[src/rtl/project_pwm_peripheral_pkg.sv]
// Shared definitions for the PWM peripheral trip-zone stage: FSM state
// encoding, safe-state action codes and a saturating counter helper.
package project_pwm_peripheral_pkg;

  typedef enum logic [1:0] {
    ST_RUN = 2'b00,
    ST_OST = 2'b01,
    ST_CBC = 2'b10
  } trip_state_t;

  typedef enum logic [1:0] {
    ACT_NONE   = 2'b00,
    ACT_LOW    = 2'b01,
    ACT_HIGH   = 2'b10,
    ACT_FREEZE = 2'b11
  } trip_action_t;

  localparam int COUNT_W = 8;

  // Increment an 8-bit count, sticking at 255.
  function automatic logic [7:0] sat_inc8(input logic [7:0] value);
    logic [7:0] result;
    if (value == 8'hFF) begin
      result = value;
    end else begin
      result = value + 8'd1;
    end
    return result;
  endfunction

endpackage

[src/rtl/project_pwm_peripheral_trip_filter.sv]
// Two-flop synchroniser for the active-low fault pin followed by a
// glitch filter: the synced fault must persist i_filter extra cycles
// before o_filt asserts; deassertion is immediate.
module project_pwm_peripheral_trip_filter
  import project_pwm_peripheral_pkg::*;
#(
  parameter int FILTER_W = 4
) (
  input  logic                i_clk,
  input  logic                i_reset,
  input  logic                i_en,
  input  logic                i_trip_n,
  input  logic [FILTER_W-1:0] i_filter,
  output logic                o_filt
);

  localparam logic [FILTER_W-1:0] CNT_ZERO = {FILTER_W{1'b0}};
  localparam logic [FILTER_W-1:0] CNT_ONE  = {{(FILTER_W-1){1'b0}}, 1'b1};
  localparam logic [FILTER_W-1:0] CNT_MAX  = {FILTER_W{1'b1}};

  logic                sync1_r;
  logic                sync2_r;
  logic                trip_sync_s;
  logic [FILTER_W-1:0] cnt_r;

  // Bring the asynchronous pin into the clock domain; idle level is high.
  always_ff @(posedge i_clk) begin
    if (!i_reset) begin
      sync1_r <= 1'b1;
      sync2_r <= 1'b1;
    end else begin
      sync1_r <= i_trip_n;
      sync2_r <= sync1_r;
    end
  end

  assign trip_sync_s = ~sync2_r;

  // Count consecutive synced fault cycles; held at zero while disabled.
  always_ff @(posedge i_clk) begin
    if (!i_reset) begin
      cnt_r <= CNT_ZERO;
    end else if (!i_en || !trip_sync_s) begin
      cnt_r <= CNT_ZERO;
    end else if (cnt_r != CNT_MAX) begin
      cnt_r <= cnt_r + CNT_ONE;
    end else begin
      cnt_r <= cnt_r;
    end
  end

  assign o_filt = trip_sync_s & (cnt_r >= i_filter);

endmodule

[src/rtl/project_pwm_peripheral_tripzone.sv]
// Trip-zone protection between the deadband outputs and the PWM pins.
// A filtered external fault or a software trip forces all channels to a
// programmed safe state, either latched (one-shot) or released at the
// next period boundary (cycle-by-cycle).
module project_pwm_peripheral_tripzone
  import project_pwm_peripheral_pkg::*;
#(
  parameter int N_CH     = 3,
  parameter int FILTER_W = 4
) (
  input  logic                i_clk,
  input  logic                i_reset,
  input  logic                i_en,
  input  logic [N_CH-1:0]     i_pwm,
  input  logic                i_trip_n,
  input  logic                i_force_trip,
  input  logic [FILTER_W-1:0] i_filter,
  input  logic                i_mode,
  input  logic                i_cbc_release,
  input  logic [1:0]          i_action,
  input  logic                i_clear,
  output logic [N_CH-1:0]     o_pwm,
  output logic                o_trip_active,
  output logic                o_trip_flag,
  output logic [7:0]          o_trip_count
);

  trip_state_t     state_r;
  logic            flag_r;
  logic [7:0]      count_r;
  logic [N_CH-1:0] hold_r;
  logic [N_CH-1:0] pwm_s;
  logic            filt_s;
  logic            trip_evt_s;
  logic            entry_s;
  logic            escalate_s;

  project_pwm_peripheral_trip_filter #(
    .FILTER_W (FILTER_W)
  ) u_trip_filter (
    .i_clk    (i_clk),
    .i_reset  (i_reset),
    .i_en     (i_en),
    .i_trip_n (i_trip_n),
    .i_filter (i_filter),
    .o_filt   (filt_s)
  );

  assign trip_evt_s = i_en & (filt_s | i_force_trip);
  assign entry_s    = trip_evt_s & (state_r == ST_RUN);
  assign escalate_s = trip_evt_s & (state_r == ST_CBC) & ~i_mode;

  // Trip FSM with its status registers: flag, entry count and freeze snapshot.
  always_ff @(posedge i_clk) begin
    if (!i_reset) begin
      state_r <= ST_RUN;
      flag_r  <= 1'b0;
      count_r <= 8'd0;
      hold_r  <= {N_CH{1'b0}};
    end else begin
      if (!i_en) begin
        state_r <= ST_RUN;
      end else begin
        case (state_r)
          ST_RUN: begin
            if (trip_evt_s) begin
              state_r <= i_mode ? ST_CBC : ST_OST;
            end else begin
              state_r <= ST_RUN;
            end
          end
          ST_CBC: begin
            if (trip_evt_s && !i_mode) begin
              state_r <= ST_OST;
            end else if (i_cbc_release && !trip_evt_s) begin
              state_r <= ST_RUN;
            end else begin
              state_r <= ST_CBC;
            end
          end
          ST_OST: begin
            if (i_clear && !trip_evt_s) begin
              state_r <= ST_RUN;
            end else begin
              state_r <= ST_OST;
            end
          end
          default: state_r <= ST_RUN;
        endcase
      end

      // A new trip or an escalation wins over a simultaneous clear.
      if (entry_s || escalate_s) begin
        flag_r <= 1'b1;
      end else if (i_clear) begin
        flag_r <= 1'b0;
      end else begin
        flag_r <= flag_r;
      end

      // Only fresh entries from RUN are counted; clear restarts the count.
      if (entry_s) begin
        count_r <= i_clear ? 8'd1 : sat_inc8(count_r);
      end else if (i_clear) begin
        count_r <= 8'd0;
      end else begin
        count_r <= count_r;
      end

      if (entry_s) begin
        hold_r <= i_pwm;
      end else begin
        hold_r <= hold_r;
      end
    end
  end

  // Pin drive: zero during reset, pass-through in RUN, else the safe state.
  always_comb begin
    pwm_s = i_pwm;
    if (!i_reset) begin
      pwm_s = {N_CH{1'b0}};
    end else if ((state_r == ST_RUN) || (i_action == ACT_NONE)) begin
      pwm_s = i_pwm;
    end else begin
      case (i_action)
        ACT_LOW:    pwm_s = {N_CH{1'b0}};
        ACT_HIGH:   pwm_s = {N_CH{1'b1}};
        ACT_FREEZE: pwm_s = hold_r;
        default:    pwm_s = i_pwm;
      endcase
    end
  end

  assign o_pwm         = pwm_s;
  assign o_trip_active = (state_r != ST_RUN);
  assign o_trip_flag   = flag_r;
  assign o_trip_count  = count_r;

endmodule
[config.mk]
export PLATFORM = sky130hd
export DESIGN_NAME = project_pwm_peripheral_tripzone
export DESIGN_NICKNAME = d
export VERILOG_FILES = /design/src/rtl/project_pwm_peripheral_pkg.sv /design/src/rtl/project_pwm_peripheral_trip_filter.sv /design/src/rtl/project_pwm_peripheral_tripzone.sv
export SDC_FILE = /design/constraint.sdc
export NUM_CORES = 1
export LEC_CHECK = 0
export ABC_CLOCK_PERIOD_IN_PS = 2740
export BUFFER_PORTS_ARGS = -buffer_cell sky130_fd_sc_hd__buf_2
export CAP_MARGIN = 20
export CORE_MARGIN = 3
export CORE_UTILIZATION = 40
export CTS_CLUSTER_SIZE = 40
export DETAILED_ROUTE_END_ITERATION = 12
export PLACE_DENSITY_LB_ADDON = 0.15
export RECOVER_POWER = 100
export SYNTH_ARGS = -nofsm -noshare
export SYNTH_HDL_FRONTEND = slang
export SYNTH_SLANG_ARGS = --single-unit
[constraint.sdc]
create_clock -name i_clk -period 2.74 [get_ports i_clk]
set_clock_uncertainty 0.05 [all_clocks]
set_input_delay 0.274 -clock i_clk [delete_from_list [all_inputs] [get_ports i_clk]]
set_output_delay 0.274 -clock i_clk [all_outputs]
set_load 0.1 [all_outputs]
## Word-level counts from Yosys, hierarchy flattened

Cells that the tools add are included.

- Add/subtract/negate cells: 2
- Magnitude comparators: 1
- Equal/unequal tests: 8
- Mux-type cells: 15
- Bitwise operators: 9
- Reduce and logical (&&, ||, !) cells: 17

Operator list:

| cell | count |
|---|---|
| 8-bit two-way mux | 4 |
| 3-bit one-hot mux with 3 select lines | 1 |
| 8-bit by 1-bit adder with 8-bit output (second input constant) | 1 |
| 8-bit == test (second input constant) | 1 |
| 2-bit two-way mux | 4 |
| 2-bit == test (second input constant) | 3 |
| 3-bit two-way mux | 2 |
| 2-bit one-hot mux with 3 select lines | 1 |
| 2-bit nonzero test | 3 |
| 1-bit bitwise AND | 5 |
| 4-bit by 1-bit adder with 4-bit output (second input constant) | 1 |
| 2-bit by 1-bit == test with 1-bit output (second input constant) | 2 |
| 4-bit greater-or-equal comparator | 1 |
| 2-bit logical NOT | 2 |
| 4-bit inequality test (second input constant) | 1 |
| 2-bit AND reduction | 2 |
| 1-bit logical AND | 3 |
| 1-bit logical NOT | 3 |
| 1-bit logical OR | 3 |
| 1-bit two-way mux | 3 |
| 1-bit inverter | 3 |
| 2-bit inequality test (second input constant) | 1 |
| 2-bit OR reduction | 1 |
| 1-bit OR | 1 |

- Register bits after elaboration: 20
- Input bits: 17
- Word-level logic and storage cells: 59

## Longest topological paths before layout

Gate-level depths: netlist of run 1.

- Depth after elaboration: 9
- Depth in mapped cells: 8

## By module

From an unflattened synthesis of run 1, not the netlist that was laid out.

- Cell total of the unflattened synthesis: 129
- Area total of the unflattened synthesis: 1102.3 um^2

Modules (own cells, without submodules):

| module | instances | cells an instance | area each (um^2) | sequential area each (um^2) |
|---|---|---|---|---|
| project_pwm_peripheral_tripzone | 1 | 92 | 778.2 | 280.3 |
| project_pwm_peripheral_trip_filter | 1 | 37 | 324.1 | 120.1 |

## Worst setup path before layout of run 1

No wires, ideal clock.

- Kind: reg-to-output
- Start point: register state_r[0]
- End point: output port o_pwm[0]
- Arrival time: 2645 ps
- Data required time: 2416 ps
- Slack: -229 ps
- Stages on the path, launching flop included: 5
- Buffers on the path: 0
- Cell sequence: dfxtp_1 nor2_1 inv_1 a32oi_1 nor2b_1

- Longest elaborated chain between the ends: 4

RTL lines:

| item | line | text |
|---|---|---|
| from (decl) | project_pwm_peripheral_tripzone.sv:28 | `trip_state_t state_r;` |
| from (signal assigned) | project_pwm_peripheral_tripzone.sv:67 | `state_r <= i_mode ? ST_CBC : ST_OST;` |
| 2-bit logical NOT | project_pwm_peripheral_tripzone.sv:123 | `end else if ((state_r == ST_RUN) \|\| (i_action == ACT_NONE)) begin` |
| 1-bit logical OR | project_pwm_peripheral_tripzone.sv:123 |  |
| 3-bit two-way mux | project_pwm_peripheral_tripzone.sv:123 |  |
| 3-bit two-way mux | project_pwm_peripheral_tripzone.sv:121 | `if (!i_reset) begin` |
| to (decl) | project_pwm_peripheral_tripzone.sv:22 | `output logic [N_CH-1:0] o_pwm,` |

No other way between the ends.

## Worst setup path after layout of run 1

- Start point: register u_trip_filter.cnt_r[0]
- End point: register count_r[3], in the netlist o_trip_count[3]

- Longest elaborated chain between the ends: 7
- Elaborated cells between the ends (all ways): 8
- Classes of those cells: order compare: 1; mux: 1; bitwise: 4; reduce/logical: 2

RTL lines:

| item | line | text |
|---|---|---|
| from (decl) | project_pwm_peripheral_trip_filter.sv:24 | `logic [FILTER_W-1:0] cnt_r;` |
| from (signal assigned) | project_pwm_peripheral_trip_filter.sv:46 | `cnt_r <= cnt_r + CNT_ONE;` |
| from (signal assigned) | project_pwm_peripheral_trip_filter.sv:48 | `cnt_r <= cnt_r;` |
| 4-bit greater-or-equal comparator * | project_pwm_peripheral_trip_filter.sv:52 | `assign o_filt = trip_sync_s & (cnt_r >= i_filter);` |
| 1-bit bitwise AND * | project_pwm_peripheral_trip_filter.sv:52 |  |
| 1-bit OR * | project_pwm_peripheral_tripzone.sv:49 | `assign trip_evt_s = i_en & (filt_s \| i_force_trip);` |
| 1-bit bitwise AND * | project_pwm_peripheral_tripzone.sv:49 |  |
| 1-bit bitwise AND * | project_pwm_peripheral_tripzone.sv:50 | `assign entry_s = trip_evt_s & (state_r == ST_RUN);` |
| 2-bit nonzero test (no source line) | -- |  |
| 2-bit AND reduction (no source line) | -- |  |
| to (signal assigned) | project_pwm_peripheral_tripzone.sv:103 | `count_r <= i_clear ? 8'd1 : sat_inc8(count_r);` |
| to (signal assigned) | project_pwm_peripheral_tripzone.sv:107 | `count_r <= count_r;` |
| to (decl) | project_pwm_peripheral_tripzone.sv:30 | `logic [7:0] count_r;` |

Mark *: on every way between the ends. The rest lies on a longest branch, timed or not.
A chain may end at the register's enable or synchronous reset.

==> flow_metrics.tcl, run 1 <==
set metrics [dict create \
    worst_pin_slew_ns 1.169 \
    cts.reportedPaths.clkPinSlew_ns 0.13 \
    final_total_negative_setup_slack_ns 0 \
    synth.distinct_cells 38 \
    timing_hold_violations_final 0 \
    overall_power_uw 641.8 \
    max_stage_delay_ns 0.59 \
    cap_viol_max_count 0 \
    clockBufferDepth 2 \
    synth_nets 152 \
    flops_latches_synth 20 \
    vias 1030 \
    detail_route.wirelength_mm 2.356 \
    max-vdd-ir-drop_uv 273.0 \
    final_critical_path_share_of_the_clock_period_pct 82.87 \
    initial_utilization_pct 43.20 \
    placed_cell_area_sq_um 1245 \
    post_drt_via_cell_ratio 5.508 \
    mappedNetlistArea_sq_um 1090 \
    cp-end-kind "flop" \
    nets 181 \
    powerDensity_nw_per_um2 501.9 \
    swShare_pct 26.54 \
    layout_min_cycle_time_ns 2.271 \
    seq_total_area_yosys_pct 36.74 \
    place_inst 183 \
    final_design_utilization_pct 50.69 \
    setup_repair_after_global_routing_missed_its_margin "no" \
    grt_pass1_wl_mm 3.981 \
    synth-warning-count 0 \
    netSwitchingPower_uw 170.3 \
    cts_sink_cnt 20 \
    grt_start_max_net_pins 15 \
    design.portCount 30 \
    setup_viol 0 \
    post-dp-hpwl_mm 1.759 \
    cts_tree "done" \
    rows 18 \
    wire_length_per_cell_after_detailed_routing_um 12.60 \
    seq_area_sq_um 400.4 \
    worst_hold_path.num_cells 2 \
    mostFrequentLayoutCell "dfxtp_1" \
    fp.coreArea_sq_um 2522 \
    ctsHtreeMaxLevel 1 \
    cts.repair_timing.setup_buffer_count 0 \
    pwr-share-comb_pct 15.5 \
    timing.critical_path.slowest_stage_cell "or4_1" \
    via_count_of_the_first_global_routing_pass 977 \
    die_height_um 58.20 \
    timing.critical_path.fanout_max 11 \
    postSynth.asyncResetShare_pct 0 \
    final_cell_area_sq_um 1279 \
    crit_path_start_kind "flop" \
    synthFlopType "dfxtp_1" \
    instances_no_fill 187 \
    fill_cells 258 \
    io_buffers 29 \
    floorplan.die_area_sq_um 3387 \
    global_route_usage_over_all_layers_pct 14.87 \
    slew_violations 0 \
    seqPwrFrac_pct 46.8 \
    multi_input_comb_area_sq_um 626.9 \
    synthToLayoutAreaGrowth_pct 17.34 \
    diodes 0 \
    grt_overflow 0 \
    timing.reg2reg.worst_path_depth 7 \
    worst_case_headroom_to_the_max_slew_limit_pct 22.40 \
    drtAntennaViolNets 0 \
    globalplace.congestion 0.8060 \
    worst_hold_path_class "in2reg" \
    cellLeakagePower_uw 0.0005154 \
    cts-hold-fix-buffers 0 \
    post_cts_resize_count 0 \
    cts.root.buffer_cell "clkbuf_4" \
    critical_path_required_ns 2.94 \
    synthesis.area_per_instance_sq_um 8.448 \
    synth-edff-count 0 \
    drcViolationCount 0 \
    power.clock.fraction_pct 37.7 \
    synthesized_instance_count 129 \
    max_freq_mhz 440.4 \
    most-common-layout-cells "dfxtp_1 (20), buf_2 (15), nand2_1 (13)" \
    crit_path_dat_ns 2.47 \
    timing.critical_path.cells "inv_1 -> ha_1 -> nor3b_1 -> o211ai_1 -> nand3_1 -> or4_1 -> a21oi_1" \
    drt-pass1-iter-count 4 \
    worst_skew_pair.late_latency_ns 0.31 \
    outcome "finished, final reports clean" \
    fp.dieW_um 58.20 \
    first_iter_violations 39 \
    cts-buffers-inserted 3 \
    internal-power_uw 471.4 \
    antenna_found_initial 0 \
    post_route_cells_drive_above_1_share_pct 16.56 \
    setup.worst_path.class "reg2reg" \
]
[worst max-delay path, delay by kind of cell (launching register included)]
family                   cells  cell delay, ns
AO/OA/AOI/OAI                2            0.40
buffers and inverters        1            0.07
adder cells (fa/ha/maj)      1            0.27
AND/OR/NAND/NOR              3            1.00
flip-flops                   1            0.43
[power groups by stage]
stage	registers (uW)	logic [uW]	clock network (uW)
2_1_floorplan	318	63.3	0
3_3_place_gp	307	99.2	0
3_5_place_dp	307	101	0
4_1_cts	301	101	247
5_1_grt	302	108	262
6_report	301	99.4	242
[logic make-up after synthesis]
family / share of synthesized area (%)
AOI/OAI and AO/OA: 19.75
muxes: 0.9185
buffers and inverters: 5.970
and+or+nand+nor: 28.93
xor gates and xnor gates: 0.8038
DFF: 36.74
adders and majority gates: 6.888
[stage by stage]
stage                     worst slack (ns)  hold WS [ns]
after global placement              0.6435        0.3464
after detailed placement            0.5424        0.3439
after floorplan                     0.2675        0.2970
after global routing                0.2675        0.1079
final                               0.4692        0.1113
after CTS                           0.5499        0.1042
[routing by layer]
layer,wire (um),up-vias,share of wire [%],track usage (%)
li1,-,535,-,-
met1,1152,464,49,17.34
met2,1045,26,44,25.97
met3,114,5,4.8,2.673
met4,43,0,1.8,7.285
met5,0,-,0,0
[sequential cells by signal, indices dropped and copies added (netlist names)]
name and cells:
o_trip_count 8, u_trip_filter.cnt_r 4, hold_r 3, state_r 2, o_trip_flag 1, u_trip_filter.sync1_r 1, u_trip_filter.sync2_r 1
[cell usage after synthesis (2+ instances only)]
cell,instances,area share [%]
a21boi_0,3,2.1
a21oi_1,6,2.8
a311oi_1,2,1.6
a31oi_1,2,1.1
a32oi_1,3,2.4
and3_1,2,1.1
buf_6,2,2.1
clkbuf_1,2,0.69
dfxtp_1,20,37
ha_1,6,6.9
inv_1,8,2.8
nand2_1,13,4.5
nand2b_1,6,3.4
nand3_1,7,3.2
nor2_1,9,3.1
nor2b_1,4,2.3
nor3_1,3,1.4
nor3b_1,3,2.1
nor4_1,3,1.7
nor4b_1,2,1.6
o211ai_1,2,1.4
o21ai_0,3,1.4
o31ai_1,2,1.4
or4_1,2,1.4
[area by class of cell]
cell class,count,area share (%)
Tap cell,30,2.935
Clock inverter,1,2.348
Multi-Input combinational cell,96,49.02
Inverter,8,2.348
Sequential cell,20,31.31
Timing Repair Buffer,29,10.27
Clock buffer,3,1.761
[worst paths after layout]
check | slack [ns] | to | start
max | 0.47 | o_trip_count[3] | u_trip_filter.cnt_r[0]
min | 0.11 | u_trip_filter.sync1_r | i_trip_n
max reg2reg | 0.47 | o_trip_count[3] | u_trip_filter.cnt_r[0]
min reg2reg | 0.37 | u_trip_filter.sync2_r | u_trip_filter.sync1_r
Note: power is estimated with default switching activity, not from simulation.
==> inputs of run 2 (changes only) <==
--- a/config.mk
+++ b/config.mk
@@ -5,7 +5,8 @@
 export SDC_FILE = /design/constraint.sdc
 export NUM_CORES = 1
 export LEC_CHECK = 0
-export ABC_CLOCK_PERIOD_IN_PS = 2740
+export ABC_AREA = 1
+export ABC_CLOCK_PERIOD_IN_PS = 1860
 export BUFFER_PORTS_ARGS = -buffer_cell sky130_fd_sc_hd__buf_2
 export CAP_MARGIN = 20
 export CORE_MARGIN = 3
==> constraint.sdc (replaced) <==
create_clock -name i_clk -period 1.86 [get_ports i_clk]
set_clock_uncertainty 0.05 [all_clocks]
set_input_delay 0.186 -clock i_clk [delete_from_list [all_inputs] [get_ports i_clk]]
set_output_delay 0.186 -clock i_clk [all_outputs]
set_load 0.1 [all_outputs]
==> run 2 against run 1 <==
Against the previous run:
- critical endpoint is now o_pwm[0]
- count of clock-buffer cells in the layout rose by 1
- hold slack lost 0.033 ns
- first-iteration DRC count down 15%
- sequential power is 47% higher
- combinational power increased by 93%
- critical path depth is 1 lower
- area after synthesis up 7.2%
- die area grew 6.5%
- core utilization is 6.0 points higher
- routed wire length increased by 13%
- non-clock buffer count rose by 3
- cell count grew 23%
==> flow_metrics.tcl, run 2 <==
set metrics [dict create \
    powerDensity_nw_per_um2 593.5 \
    synth_area_leaders "dfxtp_1 (34%), nand2_1 (12%), a21oi_1 (7.3%), nand3_1 (7.3%), ha_1 (6.4%)" \
    vias 1160 \
    fp.dieW_um 60.05 \
    worst_pin_slew_ns 0.5633 \
    synthesis.area_per_instance_sq_um 7.083 \
    max_freq_mhz 575.1 \
    mappedNetlistArea_sq_um 1169 \
    antenna_found_initial 0 \
    worstPathBufferInverterCount 2 \
    setup_ws_ns 0.1213 \
    timing_hold_violations_final 0 \
    netSwitchingPower_uw 273.3 \
    cts.root.buffer_cell "clkbuf_4" \
    setup_viol 0 \
    crit_path_dat_ns 1.50 \
    die_height_um 60.05 \
    timing.critical_path.max_delay_family "flip-flops" \
    swShare_pct 30.80 \
    post_route_cells_drive_above_1_share_pct 31.50 \
    dp_worst_setup_slack_ns 0.1964 \
    worst_skew_pair.late_latency_ns 0.30 \
    max_stage_delay_ns 0.36 \
    final_critical_path_share_of_the_clock_period_pct 93.48 \
    slew_violations 0 \
    pwr-share-comb_pct 21.6 \
    synth_nets 188 \
    outcome "finished, final reports clean" \
    netlist.area_leader.share_pct 34.26 \
    worst_case_headroom_to_the_max_slew_limit_pct 62.40 \
    wire_length_per_cell_after_detailed_routing_um 11.57 \
    most-common-layout-cells "nand2_1 (38), inv_1 (18), nand3_1 (17)" \
    drt-pass1-iter-count 4 \
    synth.cells.most_frequent "nand2_1 (38), dfxtp_1 (20), inv_1 (19)" \
    layout_min_cycle_time_ns 1.739 \
    place_inst 224 \
    synth-warning-count 0 \
    post-synth-top-count-cell "nand2_1" \
    drtAntennaViolNets 0 \
    synth-edff-count 0 \
    clockBufferDepth 2 \
    placed_cell_area_sq_um 1460 \
    first_iter_violations 33 \
    netlist.top_cell.by_area "dfxtp_1" \
    timing.reg2reg.worst_path_depth 10 \
    crit_path_start "state_r[1]" \
    timing.critical_path.slowest_stage_cell "dfxtp_1" \
    floorplan.die_area_sq_um 3606 \
    global_route_usage_over_all_layers_pct 16.49 \
    ctsHtreeMaxLevel 1 \
    seqPwrFrac_pct 49.8 \
    max-vdd-ir-drop_uv 625.8 \
    final_cell_area_sq_um 1495 \
    drcViolationCount 0 \
    critical_path_required_ns 1.62 \
    grt_overflow 0 \
    io_buffers 29 \
    via_count_of_the_first_global_routing_pass 1148 \
    cts.reportedPaths.clkPinSlew_ns 0.11 \
    synth.distinct_cells 30 \
    post-dp-hpwl_mm 2.157 \
    timing.critical_path.cells "nor2_4 -> clkinvlp_4 -> o21ai_2 -> nand2_1 -> a21oi_4 -> buf_8" \
    final_total_negative_setup_slack_ns 0 \
    largest_reg_flops 8 \
    post_drt_via_cell_ratio 5.043 \
    flops_latches_synth 20 \
    setup.worst_path.class "reg2out" \
    cellLeakagePower_uw 0.0006689 \
    regToRegSetupSlack_ns 0.18 \
    grt_pass1_wl_mm 4.602 \
    internal-power_uw 614.0 \
    cts_tree "done" \
    fp.coreArea_sq_um 2635 \
    diodes 0 \
    instances_no_fill 230 \
    setup_repair_after_global_routing_missed_its_margin "no" \
    rows 18 \
    nets 224 \
    worst_hold_path.num_cells 3 \
    timing.hold.ws_ns 0.07822 \
    seq_total_area_yosys_pct 34.26 \
    synthesized_instance_count 165 \
    postSynth.asyncResetShare_pct 0 \
    cap_viol_max_count 0 \
    globalplace.congestion 0.8497 \
    synthToLayoutAreaGrowth_pct 27.94 \
    grt_start_max_net_pins 14 \
    worst_hold_path_class "in2reg" \
    rr_startpoint "u_trip_filter.cnt_r[0]" \
    design.portCount 30 \
    detail_route.wirelength_mm 2.662 \
    crit_path_start_kind "flop" \
    min-delay-start "i_pwm[1]" \
    mostFrequentLayoutCell "nand2_1" \
    synthFlopType "dfxtp_1" \
    cp-end-kind "primary output" \
    cts-buffers-inserted 3 \
    cts_sink_cnt 20 \
    initial_utilization_pct 44.35 \
    timing.critical_path.fanout_max 3 \
    power.clock.fraction_pct 28.6 \
    timing.critical_path.depth 6 \
]
## run 2: changes by cell type in the layout (fill, tap and decap cells not counted), moves of 7 or more
cell	delta
dfxtp_1	-7
a21oi_1	+9
nand2_1	+25
nand3_1	+10
clkbuf_1	-10
clkbuf_2	+7
inv_1	+10
## run 2: final timing paths
check | end
min | hold_r[1]
max | o_pwm[0]
min reg2reg | u_trip_filter.sync2_r
max reg2reg | o_trip_count[0]
## run 2: area by class of cell
type / count / area, sq um
well taps: 30 / 37.54
multi-input cells: 121 / 716.9
repair buffers: 32 / 200.2
fillers: 264 / 1140
flip-flops and latches: 20 / 414.1
clock buffers: 4 / 36.28
inverters: 23 / 90.09
## run 2: worst reg2reg max path: stages (launching register included)
cell and delay, ns:
dfxtp_1 0.39, inv_1 0.07, ha_1 0.27, nand4_1 0.09, nand3_1 0.09, nand2_1 0.08, nand2_4 0.10, nand4_4 0.14
nand2_1 0.12, nand2_1 0.06, a21oi_1 0.15
## run 2: layer usage
layer,global-route usage [%],wire length [um],part of all wire (%)
met1,20.76,1211,45
met2,27.31,1262,47
met3,3.024,153,5.7
met4,6.962,34,1.3
met5,0,0,0
## run 2: logic make-up after synthesis
kind of cell | count (synthesis) | synth area share [%]
AO/OA/AOI/OAI | 26 | 12.21
adder cells (fa/ha/maj) | 6 | 6.424
XOR/XNOR | 1 | 0.7496
flip-flops | 20 | 34.26
buffers and inverters | 24 | 7.709
AND/OR/NAND/NOR | 88 | 38.65
## run 2: power groups by stage
stage | combinational [uW] | clock, uW | sequential [uW]
after floorplan | 115 | 0 | 469
after global placement | 192 | 0 | 452
after detailed placement | 195 | 0 | 452
after CTS | 195 | 265 | 442
after global routing | 209 | 286 | 444
final | 192 | 254 | 442
## run 2: timing repair
item,CTS,global route
buffers inserted,0,1
hold buffers,0,1
endpoints found under the hold margin,0,1
setup endpoints to repair,0,3
resized for setup,0,2
## run 2: metrics by stage
| stage | util (%) | power, uW |
|---|---|---|
| 6_report | 56.74 | 887.4 |
| 5_1_grt | 56.74 | 938.7 |
| 3_3_place_gp | 55.41 | 643.9 |
| 3_5_place_dp | 55.41 | 646.5 |
| 2_1_floorplan | - | 583.6 |
| 4_1_cts | 56.79 | 902.1 |
==> inputs of run 3 (changes only) <==
--- a/config.mk
+++ b/config.mk
@@ -13,6 +13,7 @@
 export CORE_UTILIZATION = 40
 export CTS_CLUSTER_SIZE = 40
 export DETAILED_ROUTE_END_ITERATION = 12
+export HOLD_SLACK_MARGIN = 0.08
 export PLACE_DENSITY_LB_ADDON = 0.15
 export RECOVER_POWER = 100
 export SYNTH_ARGS = -nofsm -noshare
==> run 3 against run 2 <==
Against the previous run:
- register-to-register slack about the same
- sequential power is essentially flat
- combinational power grew 3%
- hold slack better by 0.019 ns
- non-clock buffer count grew 3
- worst setup slack got worse by 0.00060 ns
- clock power hardly changed
- power is 0.54% higher
- critical path depth unchanged
- global-route usage rose by 0.089 points
- largest power group unchanged
==> flow_metrics.tcl, run 3 (synthesized netlist as in run 2, its figures left out) <==
set metrics [dict create \
    grt_pass1_wl_mm 4.623 \
    setup_viol 0 \
    crit_path_dat_ns 1.50 \
    cts.reportedPaths.clkPinSlew_ns 0.11 \
    cts_sink_cnt 20 \
    final_total_negative_setup_slack_ns 0 \
    nets 227 \
    post_route_cells_drive_above_1_share_pct 31.03 \
    worst_hold_path_class "in2reg" \
    worst_skew_pair.late_latency_ns 0.30 \
    design.portCount 30 \
    wire_length_per_cell_after_detailed_routing_um 11.50 \
    cts_tree "done" \
    timing.critical_path.slowest_stage_cell "dfxtp_1" \
    final_design_utilization_pct 57.88 \
    power.clock.fraction_pct 28.4 \
    timing.critical_path.fanout_max 3 \
    globalplace.congestion 0.8497 \
    swShare_pct 30.71 \
    vias 1171 \
    netSwitchingPower_uw 274.0 \
    fill_cells 262 \
    die_height_um 60.05 \
    cts-buffers-inserted 3 \
    drtAntennaViolNets 0 \
    drt-pass1-iter-count 4 \
    diodes 0 \
    largest_reg_flops 8 \
    first_iter_violations 40 \
    timing.hold.ws_ns 0.09696 \
    cellLeakagePower_uw 0.0006814 \
    grt_overflow 0 \
    layout_min_cycle_time_ns 1.739 \
    timing_hold_violations_final 0 \
    critical_path_required_ns 1.62 \
    rows 18 \
    max_freq_mhz 574.9 \
    crit_path_start "state_r[1]" \
    initial_utilization_pct 44.35 \
    most-common-layout-cells "nand2_1 (38), inv_1 (18), nand3_1 (17)" \
    cp-end-kind "primary output" \
    clockBufferDepth 2 \
    fp.coreArea_sq_um 2635 \
    cts.root.buffer_cell "clkbuf_4" \
    place_inst 224 \
    seqPwrFrac_pct 49.5 \
    timing.critical_path.cells "nor2_4 -> clkinvlp_4 -> o21ai_2 -> nand2_1 -> a21oi_4 -> buf_8" \
    slew_violations 0 \
    crit_path_start_kind "flop" \
    pwr-share-comb_pct 22.0 \
    max-vdd-ir-drop_uv 626.6 \
    antenna_found_initial 0 \
    mostFrequentLayoutCell "nand2_1" \
    setup.worst_path.class "reg2out" \
    internal-power_uw 618.1 \
    multi_input_comb_area_sq_um 716.9 \
    min-delay-start "i_reset" \
    ctsHtreeMaxLevel 1 \
    setup_repair_after_global_routing_missed_its_margin "no" \
    cap_viol_max_count 0 \
    final_critical_path_share_of_the_clock_period_pct 93.51 \
    io_buffers 29 \
    grt_start_max_net_pins 14 \
    fp.dieW_um 60.05 \
    via_count_of_the_first_global_routing_pass 1152 \
    rr_startpoint "u_trip_filter.cnt_r[0]" \
    post-dp-hpwl_mm 2.157 \
    global_route_usage_over_all_layers_pct 16.58 \
    synthToLayoutAreaGrowth_pct 30.51 \
    seq_area_sq_um 414.1 \
    floorplan.die_area_sq_um 3606 \
    outcome "finished, final reports clean" \
    powerDensity_nw_per_um2 584.9 \
    post_drt_via_cell_ratio 5.026 \
    max_stage_delay_ns 0.36 \
    detail_route.wirelength_mm 2.680 \
    worst_pin_slew_ns 0.5610 \
    drcViolationCount 0 \
    worst_case_headroom_to_the_max_slew_limit_pct 62.56 \
    instances_no_fill 233 \
]
## run 3: changes by cell type in the layout (fill, tap and decap cells not counted), sizes merged
cell / previous run / this run
dlygate4sd3: 1 / 4
## run 3: worst paths after layout
kind	depth (start not counted)	slack, ns	endpoint
worst min-delay path	3	0.1	state_r[0]
worst max register to register	10	0.18	o_trip_count[0]
worst min register to register	1	0.39	u_trip_filter.sync2_r
worst max-delay path	6	0.12	o_pwm[0]
## run 3: stage by stage
step                worst slack (ns)  area [sq um]  power, uW
floorplan                    -0.2748          1229      583.6
global placement              0.2436          1460      643.9
detailed placement            0.1964          1460      646.5
CTS                         0.005045          1526      906.9
global route                0.007669          1525      944.1
finish                        0.1207          1525      892.1
## run 3: metal layers
| layer | vias to the layer above | global-route usage [%] | routed length (um) |
|---|---|---|---|
| li1 | 619 | - | - |
| met1 | 522 | 21.02 | 1235 |
| met2 | 26 | 27.31 | 1257 |
| met3 | 4 | 3.024 | 153 |
| met4 | 0 | 6.962 | 34 |
| met5 | - | 0 | 0 |
## run 3: power groups by stage
stage / registers [uW] / clock network (uW) / logic [uW]
3_3_place_gp: 452 / 0 / 192
4_1_cts: 442 / 265 / 200
6_report: 442 / 254 / 197
3_5_place_dp: 452 / 0 / 195
2_1_floorplan: 469 / 0 / 115
5_1_grt: 444 / 286 / 214
## run 3: worst max-delay path: cells and delay by family (launching register included)
family	cells	cell delay, ns
flip-flops	1	0.36
AO/OA/AOI/OAI	2	0.25
AND/OR/NAND/NOR	2	0.27
buffers and inverters	2	0.31
## run 3: what timing repair did
item / 4_1_cts / 5_1_grt
hold buffers: 3 / 1
resized for setup: 0 / 2
setup buffers: 0 / 1
endpoints found under the hold margin: 3 / 1
setup endpoints to repair: 0 / 3
## run 3: final cells by class
class                   count  area share (%)
multi-input cells         121           47.01
flip-flops and latches     20           27.15
repair buffers             35           15.09
inverters                  23           5.906
well taps                  30           2.461
clock buffers               4           2.379
